## src/rtl/apu_pkg.sv

```systemverilog
// Shared definitions for the APU channel family: waveform mode encodings,
// pulse duty thresholds, register addresses and the NES length lookup table.
package apu_pkg;

  typedef enum logic [1:0] {
    MODE_TRI   = 2'd0,
    MODE_SAW   = 2'd1,
    MODE_PULSE = 2'd2,
    MODE_RSVD  = 2'd3
  } waveMode_e;

  // Register select values on the CPU write bus.
  localparam logic [1:0] ADDR_LIN = 2'd0;
  localparam logic [1:0] ADDR_PLO = 2'd1;
  localparam logic [1:0] ADDR_LEN = 2'd2;
  localparam logic [1:0] ADDR_CFG = 2'd3;

  // Pulse high time, in eighths of a full sequencer cycle.
  localparam logic [2:0] DUTY_D0 = 3'd1;
  localparam logic [2:0] DUTY_D1 = 3'd2;
  localparam logic [2:0] DUTY_D2 = 3'd4;
  localparam logic [2:0] DUTY_D3 = 3'd6;

  localparam logic [7:0] LEN_TABLE [32] = '{
    8'd10,  8'd254, 8'd20,  8'd2,  8'd40, 8'd4,  8'd80, 8'd6,
    8'd160, 8'd8,   8'd60,  8'd10, 8'd14, 8'd12, 8'd26, 8'd14,
    8'd12,  8'd16,  8'd24,  8'd18, 8'd48, 8'd20, 8'd96, 8'd22,
    8'd192, 8'd24,  8'd72,  8'd26, 8'd16, 8'd28, 8'd32, 8'd30
  };

  function automatic logic [2:0] dutyThreshold(input logic [1:0] duty);
    logic [2:0] d;
    case (duty)
      2'd0:    d = DUTY_D0;
      2'd1:    d = DUTY_D1;
      2'd2:    d = DUTY_D2;
      default: d = DUTY_D3;
    endcase
    return d;
  endfunction

endpackage

```

## src/rtl/apu_wave_channel_if.sv

```systemverilog
// CPU-side register write bus for the APU channels.
// Handshake: a write is accepted on every rising clk edge where wr_en=1;
// there is no ready/back-pressure, the channel always takes the write, and
// wr_en must be a single-cycle strobe per register write.
interface apu_wave_channel_if;
  logic       wr_en;
  logic [1:0] wr_addr;
  logic [7:0] wr_data;

  modport master (output wr_en, wr_addr, wr_data);
  modport slave  (input  wr_en, wr_addr, wr_data);
endinterface

```

## src/rtl/apu_length_counter.sv

```systemverilog
// NES-style length counter: table load, halt, enable clear and half-frame
// decrement. Shared by the wave, pulse and noise channels.
module apu_length_counter
  import apu_pkg::*;
(
  input  logic       clk,
  input  logic       reset,
  input  logic       halfTick,
  input  logic       halt,
  input  logic       load,
  input  logic       clear,
  input  logic [4:0] lenIdx,
  output logic       active,
  output logic       activeNext
);

  logic [7:0] length;
  logic [7:0] lengthNext;

  // Clear beats a table load, and a load beats the half-frame decrement.
  always_comb begin
    lengthNext = length;
    if (clear) begin
      lengthNext = '0;
    end else if (load) begin
      lengthNext = LEN_TABLE[lenIdx];
    end else if (halfTick && !halt && (length != '0)) begin
      lengthNext = length - 1'b1;
    end
  end

  assign activeNext = (lengthNext != '0);

  // Counter and its nonzero flag are registered together.
  always_ff @(posedge clk or negedge reset) begin
    if (!reset) begin
      length <= '0;
      active <= 1'b0;
    end else begin
      length <= lengthNext;
      active <= activeNext;
    end
  end

endmodule

```

## src/rtl/apu_wave_channel.sv

```systemverilog
// Wave channel: one timer/sequencer core producing triangle, sawtooth or
// pulse samples, gated by the linear counter and the length counter.
module apu_wave_channel
  import apu_pkg::*;
#(
  parameter int TIMER_W = 11,
  parameter int OUT_W   = 4,
  parameter int LIN_W   = 7
) (
  input  logic               clk,
  input  logic               reset,
  input  logic               quarter_tick,
  input  logic               half_tick,
  apu_wave_channel_if.slave  bus,
  output logic [OUT_W-1:0]   sample,
  output logic               active
);

  logic               ctrl;
  logic [LIN_W-1:0]   linReload;
  logic [TIMER_W-1:0] period;
  logic [10:0]        periodWide;
  logic               enable;
  waveMode_e          mode;
  logic [1:0]         duty;

  logic               linReloadFlag;
  logic [LIN_W-1:0]   linear;
  logic [TIMER_W-1:0] timer;
  logic [OUT_W:0]     step;

  logic               wrLin, wrPlo, wrLen, wrCfg;
  logic               stepTick, linearOk, ultrasonic, stepAdvance;
  logic               activeNext;
  logic [OUT_W-1:0]   wave;

  assign wrLin = bus.wr_en && (bus.wr_addr == ADDR_LIN);
  assign wrPlo = bus.wr_en && (bus.wr_addr == ADDR_PLO);
  assign wrLen = bus.wr_en && (bus.wr_addr == ADDR_LEN);
  assign wrCfg = bus.wr_en && (bus.wr_addr == ADDR_CFG);

  // 11-bit view of the period so both halves can be written at any TIMER_W;
  // bits at or above TIMER_W fall away in the truncating casts below.
  assign periodWide = 11'(period);

  // CPU register file.
  always_ff @(posedge clk or negedge reset) begin
    if (!reset) begin
      ctrl      <= 1'b0;
      linReload <= '0;
      period    <= '0;
      enable    <= 1'b0;
      mode      <= MODE_TRI;
      duty      <= 2'd0;
    end else begin
      if (wrLin) begin
        ctrl      <= bus.wr_data[7];
        linReload <= bus.wr_data[LIN_W-1:0];
      end
      if (wrPlo) begin
        period <= TIMER_W'({periodWide[10:8], bus.wr_data});
      end
      if (wrLen) begin
        period <= TIMER_W'({bus.wr_data[2:0], periodWide[7:0]});
      end
      if (wrCfg) begin
        enable <= bus.wr_data[7];
        mode   <= waveMode_e'(bus.wr_data[6:5]);
        duty   <= bus.wr_data[4:3];
      end
    end
  end

  // Linear counter on the quarter-frame strobe; an addr2 write re-arms the
  // reload flag and wins over a coincident flag clear.
  always_ff @(posedge clk or negedge reset) begin
    if (!reset) begin
      linear        <= '0;
      linReloadFlag <= 1'b0;
    end else begin
      if (quarter_tick) begin
        if (linReloadFlag) begin
          linear <= linReload;
        end else if (linear != '0) begin
          linear <= linear - 1'b1;
        end
      end
      if (wrLen) begin
        linReloadFlag <= 1'b1;
      end else if (quarter_tick && !ctrl) begin
        linReloadFlag <= 1'b0;
      end
    end
  end

  apu_length_counter u_length (
    .clk        (clk),
    .reset      (reset),
    .halfTick   (half_tick),
    .halt       (ctrl),
    .load       (wrLen && enable),
    .clear      (wrCfg && !bus.wr_data[7]),
    .lenIdx     (bus.wr_data[7:3]),
    .active     (active),
    .activeNext (activeNext)
  );

  assign stepTick    = (timer == '0);
  assign linearOk    = ((mode == MODE_TRI) || (mode == MODE_SAW)) ? (linear != '0) : 1'b1;
  assign ultrasonic  = (mode == MODE_TRI) && (period < TIMER_W'(2));
  assign stepAdvance = stepTick && active && linearOk && !ultrasonic;

  // Period timer and sequencer step; the step wraps naturally at 2^(OUT_W+1).
  always_ff @(posedge clk or negedge reset) begin
    if (!reset) begin
      timer <= '0;
      step  <= '0;
    end else begin
      timer <= stepTick ? period : timer - 1'b1;
      if (stepAdvance) begin
        step <= step + 1'b1;
      end
    end
  end

  // Waveform shaping from the current step; pulse is silenced as soon as the
  // length counter reaches zero so it drops together with active.
  always_comb begin
    wave = '0;
    case (mode)
      MODE_TRI:   wave = step[OUT_W] ? step[OUT_W-1:0] : ~step[OUT_W-1:0];
      MODE_SAW:   wave = step[OUT_W:1];
      MODE_PULSE: if (activeNext && (step[OUT_W:OUT_W-2] < dutyThreshold(duty))) wave = '1;
      default:    wave = '0;
    endcase
  end

  // Registered DAC output.
  always_ff @(posedge clk or negedge reset) begin
    if (!reset) begin
      sample <= '0;
    end else begin
      sample <= wave;
    end
  end

endmodule

```

## src/flat_wrapper.sv

```systemverilog
// flat-port wrapper written by rule: the top's interface ports become plain ports
module apu_wave_channel_flat import apu_pkg::*;
#(
  parameter int TIMER_W = 11,
  parameter int OUT_W   = 4,
  parameter int LIN_W   = 7
)
  (clk, reset, quarter_tick, half_tick, sample, active, bus_wr_en, bus_wr_addr, bus_wr_data);
  apu_wave_channel_if bus_i ();
  input  logic clk;
  input  logic reset;
  input  logic quarter_tick;
  input  logic half_tick;
  output logic [OUT_W-1:0] sample;
  output logic active;
  input wire logic [$bits(bus_i.wr_en)-1:0] bus_wr_en;
  input wire logic [$bits(bus_i.wr_addr)-1:0] bus_wr_addr;
  input wire logic [$bits(bus_i.wr_data)-1:0] bus_wr_data;
  assign bus_i.wr_en = bus_wr_en;
  assign bus_i.wr_addr = bus_wr_addr;
  assign bus_i.wr_data = bus_wr_data;
  apu_wave_channel #(.TIMER_W(TIMER_W), .OUT_W(OUT_W), .LIN_W(LIN_W)) u_core (.clk(clk), .reset(reset), .quarter_tick(quarter_tick), .half_tick(half_tick), .bus(bus_i), .sample(sample), .active(active));
endmodule
```

## config.mk

```make
export PLATFORM = sky130hd
export DESIGN_NAME = apu_wave_channel_flat
export DESIGN_NICKNAME = d
export VERILOG_FILES = /design/src/rtl/apu_pkg.sv /design/src/rtl/apu_wave_channel_if.sv /design/src/rtl/apu_length_counter.sv /design/src/rtl/apu_wave_channel.sv /design/src/flat_wrapper.sv
export SDC_FILE = /design/constraint.sdc
export NUM_CORES = 1
export LEC_CHECK = 0
export CORE_ASPECT_RATIO = 1.4
export CORE_MARGIN = 2
export CORE_UTILIZATION = 58
export CTS_CLUSTER_SIZE = 24
export DETAILED_ROUTE_END_ITERATION = 10
export HOLD_SLACK_MARGIN = 0.12
export PLACE_DENSITY = 0.87
export SLEW_MARGIN = 15
export SYNTH_ARGS = -nofsm -noshare
export SYNTH_HDL_FRONTEND = slang
export SYNTH_SLANG_ARGS = --single-unit
```

## constraint.sdc

```tcl
create_clock -name clk -period 2.8 [get_ports clk]
set_input_delay 0.42 -clock clk [delete_from_list [all_inputs] [get_ports clk]]
set_output_delay 0.42 -clock clk [all_outputs]
set_load 0.01 [all_outputs]
```

==> results.sh, run 1 <==
export IMPL_yosysSeqAreaShare_pct=43.3
export IMPL_cp_max_fo=5
export IMPL_period_needed_ps=2380
export IMPL_place_congestion=0.843
export IMPL_synthCells=351
export IMPL_period_share_pct=84.9
export IMPL_use_met3_pct=4.50
export IMPL_final_nets=412
export IMPL_cts_root_buf="clkbuf_8"
export IMPL_cts_made_buffers=9
export IMPL_ioPinCount=20
export IMPL_start_util_pct=60.1
export IMPL_drt_total_wl_um=7600
export IMPL_rsz0062_at_grt="false"
export IMPL_worst_pin_slew_ps=566
export IMPL_die_area_um2=6720
export IMPL_cts_sinks=61
export IMPL_synth_warnings=0
export IMPL_grtUsageMet1_pct=27.1
export IMPL_clk_pin_slew_ps=70
export IMPL_antenna_found_initial=0
export IMPL_dr_first_iter_drc_count=271
export IMPL_synth_cell_types=60
export IMPL_cts_tree="built"
export IMPL_drtAntennaViolNets=0
export IMPL_grt_max_degree=29
export IMPL_die_h_um=96.2
export IMPL_irDropWorstVdd_mv=0.511
export IMPL_critPathArrivalTime_ps=2590
export IMPL_min_path_type="in -> async"
export IMPL_clk_path_buf_depth=2
export IMPL_core_area_um2=5860
export IMPL_synth_edf_count=0
export IMPL_postSynthAreaPerCell_um2=10.0
export IMPL_required_ps=3020
export IMPL_end_kind="register"
export IMPL_placed_area_um2=3820
export IMPL_gr_usage_all_layers_pct=24.5
export IMPL_busiest_layer="met2"
export IMPL_synth_top_area_share_pct=43.3
export IMPL_setup_tns_ps=0
export IMPL_path_cells="clkdlybuf4s50_1, inv_1, ha_1, mux4_2, nor3_1, nor3b_1, nand4bb_2, o21ai_4, o21ai_1"
export IMPL_synth_main_ff_cell="dfrtp_1"
export IMPL_cap_violations=0
export IMPL_port_buffers=19
export IMPL_cts_htree_levels=3
export IMPL_relSlewSlack_pct=62.3
export IMPL_fmax_mhz=421
export IMPL_slowest_stage="clkdlybuf4s50_1"
export IMPL_ys_top_cells_by_area="dfrtp_1, mux2_2, ha_1"
export IMPL_grt_overflow=0
export IMPL_crit_family="buffers and inverters"
export IMPL_die_w_um=69.9
export IMPL_path_buf_inv=2
export IMPL_rows=33
export IMPL_critPathLaunchType="input port"
export IMPL_power_density_nw_per_um2=836
export IMPL_synth_area_leader_cell="dfrtp_1"
export IMPL_finalSetupViolCount=0
export IMPL_syn_to_final_growth_pct=15.0
export IMPL_first_pass_iters=4
export IMPL_n_antenna_cell=0
export IMPL_run_status="finished clean"
export IMPL_place_hpwl_um=5630
export IMPL_use_met2_pct=44.7
export IMPL_hold_viol=0
export IMPL_async_reset_ff_share_pct=100
export IMPL_maxSlewViolCount=0
export IMPL_fin_worst_skew_ps=7.01
export IMPL_hold_ws_ps=497
export IMPL_routed_via_count=2731
export IMPL_drc=0
export IMPL_clock_latency_ps=340
export IMPL_grt_pass1_vias=2823
export IMPL_syn_area_um2=3520
export IMPL_drive_above_1_share_pct=19.3
export IMPL_synth_nets=379
export IMPL_crit_type="in -> reg"
export IMPL_final_area_um2=4050
export IMPL_p_leak_uw=0.00174
export IMPL_ys_seq_elements=61
export IMPL_wl_per_cell_um=16.6
export IMPL_avgViaCountPerCell=5.95
export IMPL_grt_pass1_wl_um=12800
export IMPL_r2r_slack_ps=420
export IMPL_critPathMaxStageDelay_ps=470
[repair_timing]
action                                 CTS  global route
hold buffers                             1             0
buffers inserted                         0             0
resized for setup                        0             0
endpoints found under the hold margin   12             0
[kinds of logic after synthesis]
group / share of synthesized area, %
compound gates: 15.6
xor+xnor: 4.23
fa+ha+maj: 4.62
buf+inv: 6.47
flops: 43.3
mux: 8.13
simple gates: 17.6
[layout make-up]
class	count	area (µm²)
multi-input combinational	247	1770
sequential	61	1530
inverter	26	97.6
timing repair buffer	39	350
tap	70	87.6
clock buffer	9	124
clock inverter	7	97.6
fill	432	1810
[metrics by stage]
step	total power [µW]	instances	setup WS (ps)	util (%)
after floorplan	2180	351	624	-
after global placement	2420	442	121	65.2
after detailed placement	2510	442	68.5	65.2
after CTS	3390	459	420	69.1
after global routing	3610	459	228	69.1
final	3390	459	423	69.1
[Yosys cell counts (all sizes together), types with 6 or more instances]
cell / instances
buf: 9
nor4: 6
inv: 26
xor2: 8
o21ai: 38
nand3: 10
nor2: 25
a21oi: 23
dfrtp: 61
nand2: 25
clkbuf: 7
ha: 13
xnor2: 9
mux2: 19
nor3: 12
[layer usage]
metal	wire length [µm]	vias up	share of wire [%]
met1	3120	1335	41
met4	207	0	2.7
li1	-	1311	-
met2	4050	67	53
met5	0	-	0
met3	226	18	3.0
[registers in the layout (all words and copies together) (netlist names)]
name                    cells
u_core.u_length.length      8
u_core.step                 5
u_core.u_length.active      1
u_core.timer               11
u_core.mode                 2
u_core.enable               1
u_core.linReloadFlag        1
u_core.ctrl                 1
u_core.linear               7
u_core.linReload            7
u_core.period              11
u_core.duty                 2
u_core.sample               4
[where the power goes]
group / internal, µW / switching (µW) / leakage (µW)
clock: 503 / 367 / 0.000106
sequential: 1170 / 294 / 0.000741
combinational: 505 / 550 / 0.000896
total: 2180 / 1210 / 0.00174
[placed cells by master, fill, tap and decap left out, types with 10 or more instances in the layout]
cell	instances
nor3_1	12
dfrtp_1	61
buf_4	18
a21oi_1	22
nand2_1	25
nand3_1	10
clkdlybuf4s50_1	18
mux2_2	18
ha_1	13
inv_1	25
nor2_1	25
o21ai_0	31
[worst paths after layout]
| path | startpoint | end | depth (start not counted) |
|---|---|---|---|
| max | bus_wr_data[3] | u_core.sample[0] | 9 |
| max in group asynchronous | reset | u_core.linear[1] | 3 |
| min | reset | u_core.sample[0] | 2 |
| min reg2reg | u_core.timer[0] | u_core.timer[0] | 1 |
| min in group clk | u_core.timer[0] | u_core.timer[0] | 1 |
| max reg2reg | u_core.u_length.length[2] | u_core.sample[0] | 7 |
[worst reg2reg max path: stages (launching register included)]
cell,delay (ps)
dfrtp_1,450
nor3_1,430
nor3b_2,260
mux2i_1,270
a22oi_2,80
or4_4,510
o21ai_4,160
o21ai_1,90
Power figures use the tool's default switching activity.
==> inputs of run 2 (changes only) <==
Settings changed: CORE_UTILIZATION 58 to 54, PLACE_DENSITY 0.87 to 0.85.
Clock period 2.8 ns to 2.09 ns, I/O delays scaled along.
==> results.sh, run 2 (synthesis results as in run 1) <==
export IMPL_run_status="finished, violations left"
export IMPL_violations="negative setup slack"
export IMPL_die_area_um2=7190
export IMPL_setup_slack_ps=-198
export IMPL_n_antenna_cell=0
export IMPL_wl_per_cell_um=17.1
export IMPL_grt_max_degree=28
export IMPL_antenna_found_initial=0
export IMPL_cap_violations=0
export IMPL_final_nets=451
export IMPL_drc=0
export IMPL_fmax_mhz=437
export IMPL_ioPinCount=20
export IMPL_cp_max_fo=4
export IMPL_hold_viol=0
export IMPL_cts_tree="built"
export IMPL_fin_worst_skew_ps=13.7
export IMPL_die_h_um=99.6
export IMPL_min_path_type="reg -> reg"
export IMPL_routed_via_count=2940
export IMPL_final_cell_mix="dfrtp_1, buf_4, o21ai_0"
export IMPL_grt_overflow=0
export IMPL_drtAntennaViolNets=0
export IMPL_grt_pass1_wl_um=14100
export IMPL_core_area_um2=6250
export IMPL_cts_sinks=61
export IMPL_syn_to_final_growth_pct=25.2
export IMPL_start_util_pct=56.3
export IMPL_hold_ws_ps=490
export IMPL_cts_htree_levels=3
export IMPL_drt_total_wl_um=8570
export IMPL_maxSlewViolCount=0
export IMPL_gr_usage_all_layers_pct=25.8
export IMPL_critPathLaunchType="register"
export IMPL_rows=34
export IMPL_end_kind="register"
export IMPL_place_congestion=0.816
export IMPL_crit_type="reg -> reg"
export IMPL_clock_latency_ps=350
export IMPL_place_hpwl_um=6000
export IMPL_required_ps=2310
export IMPL_finalSetupViolCount=5
export IMPL_irDropWorstVdd_mv=0.694
export IMPL_first_pass_iters=4
export IMPL_dr_first_iter_drc_count=197
export IMPL_setup_tns_ps=-857
export IMPL_final_common_cell="dfrtp_1"
export IMPL_dp_slack_ps=-545
export IMPL_period_needed_ps=2290
export IMPL_relSlewSlack_pct=58.5
export IMPL_clk_pin_slew_ps=80
export IMPL_period_share_pct=109
export IMPL_top_regs="u_core.period: 11 flops, u_core.timer: 11 flops, u_core.u_length.length: 8 flops"
export IMPL_avgViaCountPerCell=5.88
export IMPL_power_density_nw_per_um2=1110
export IMPL_critPathArrivalTime_ps=2500
export IMPL_clk_path_buf_depth=2
export IMPL_drive_above_1_share_pct=29.2
export IMPL_rsz0062_at_grt="true"
export IMPL_grt_pass1_vias=2996
export IMPL_cts_made_buffers=9
export IMPL_worst_pin_slew_ps=623
export IMPL_port_buffers=19
export IMPL_cts_root_buf="clkbuf_8"
export IMPL_p_leak_uw=0.00194
export IMPL_die_w_um=72.3
## run 2: changes by cell type in the layout (fill, tap and decap cells not counted), moves of 2 or more
cell / before / now
inv_2: 1 / 4
nor3_1: 12 / 10
ha_4: 0 / 2
buf_4: 18 / 57
clkinv_4: 1 / 3
ha_1: 13 / 11
inv_1: 25 / 22
## run 2: layout make-up
cell class	instances	area [µm²]
clock buffers	9	124
clock inverters	7	81.3
fillers	442	1840
inverters	26	97.6
multi-input cells	247	1850
flip-flops and latches	61	1530
well taps	72	90.1
repair buffers	78	643
## run 2: repair_timing
action	CTS	global route
setup buffers	3	5
hold buffers	1	0
pin swaps	3	6
hold endpoints to repair	24	0
setup endpoints to repair	5	8
gates resized for setup	4	11
## run 2: report_power, final
part	total [µW]	switching, µW	internal [µW]
registers	1970	405	1570
logic	1830	900	930
clock network	1080	518	564
total	4880	1820	3060
## run 2: through the flow
step,area [µm²],util (%),std cells,total power [µW]
after floorplan,3530,-,351,2940
after global placement,4060,65.0,475,3430
after detailed placement,4060,65.0,475,3550
after CTS,4320,69.1,495,4740
after global routing,4410,70.5,500,5180
final,4410,70.5,500,4880
## run 2: worst paths after layout
kind / from / to / slack, ps / depth (start not counted)
max reg2reg: u_core.u_length.length[0] / u_core.sample[0] / -200 / 9
max: u_core.u_length.length[0] / u_core.sample[0] / -200 / 9
min: u_core.period[0] / u_core.timer[0] / 490 / 2
min reg2reg: u_core.period[0] / u_core.timer[0] / 490 / 2
min in group asynchronous: reset / u_core.mode[1] / 510 / 2
max in group asynchronous: reset / u_core.period[1] / 990 / 3
## run 2: routing by layer
layer,track usage (%),routed length (µm)
met5,0,0
met4,14.4,325
met1,28.1,3350
met3,5.07,233
met2,45.7,4660
## run 2: critical path, cell delays in order, from the launching register on
cell	delay, ps
dfrtp_1	400
inv_2	90
ha_4	170
nand3b_1	120
nor3b_2	220
mux2i_1	290
a22oi_2	90
or4_4	520
o21ai_4	160
o21ai_1	100
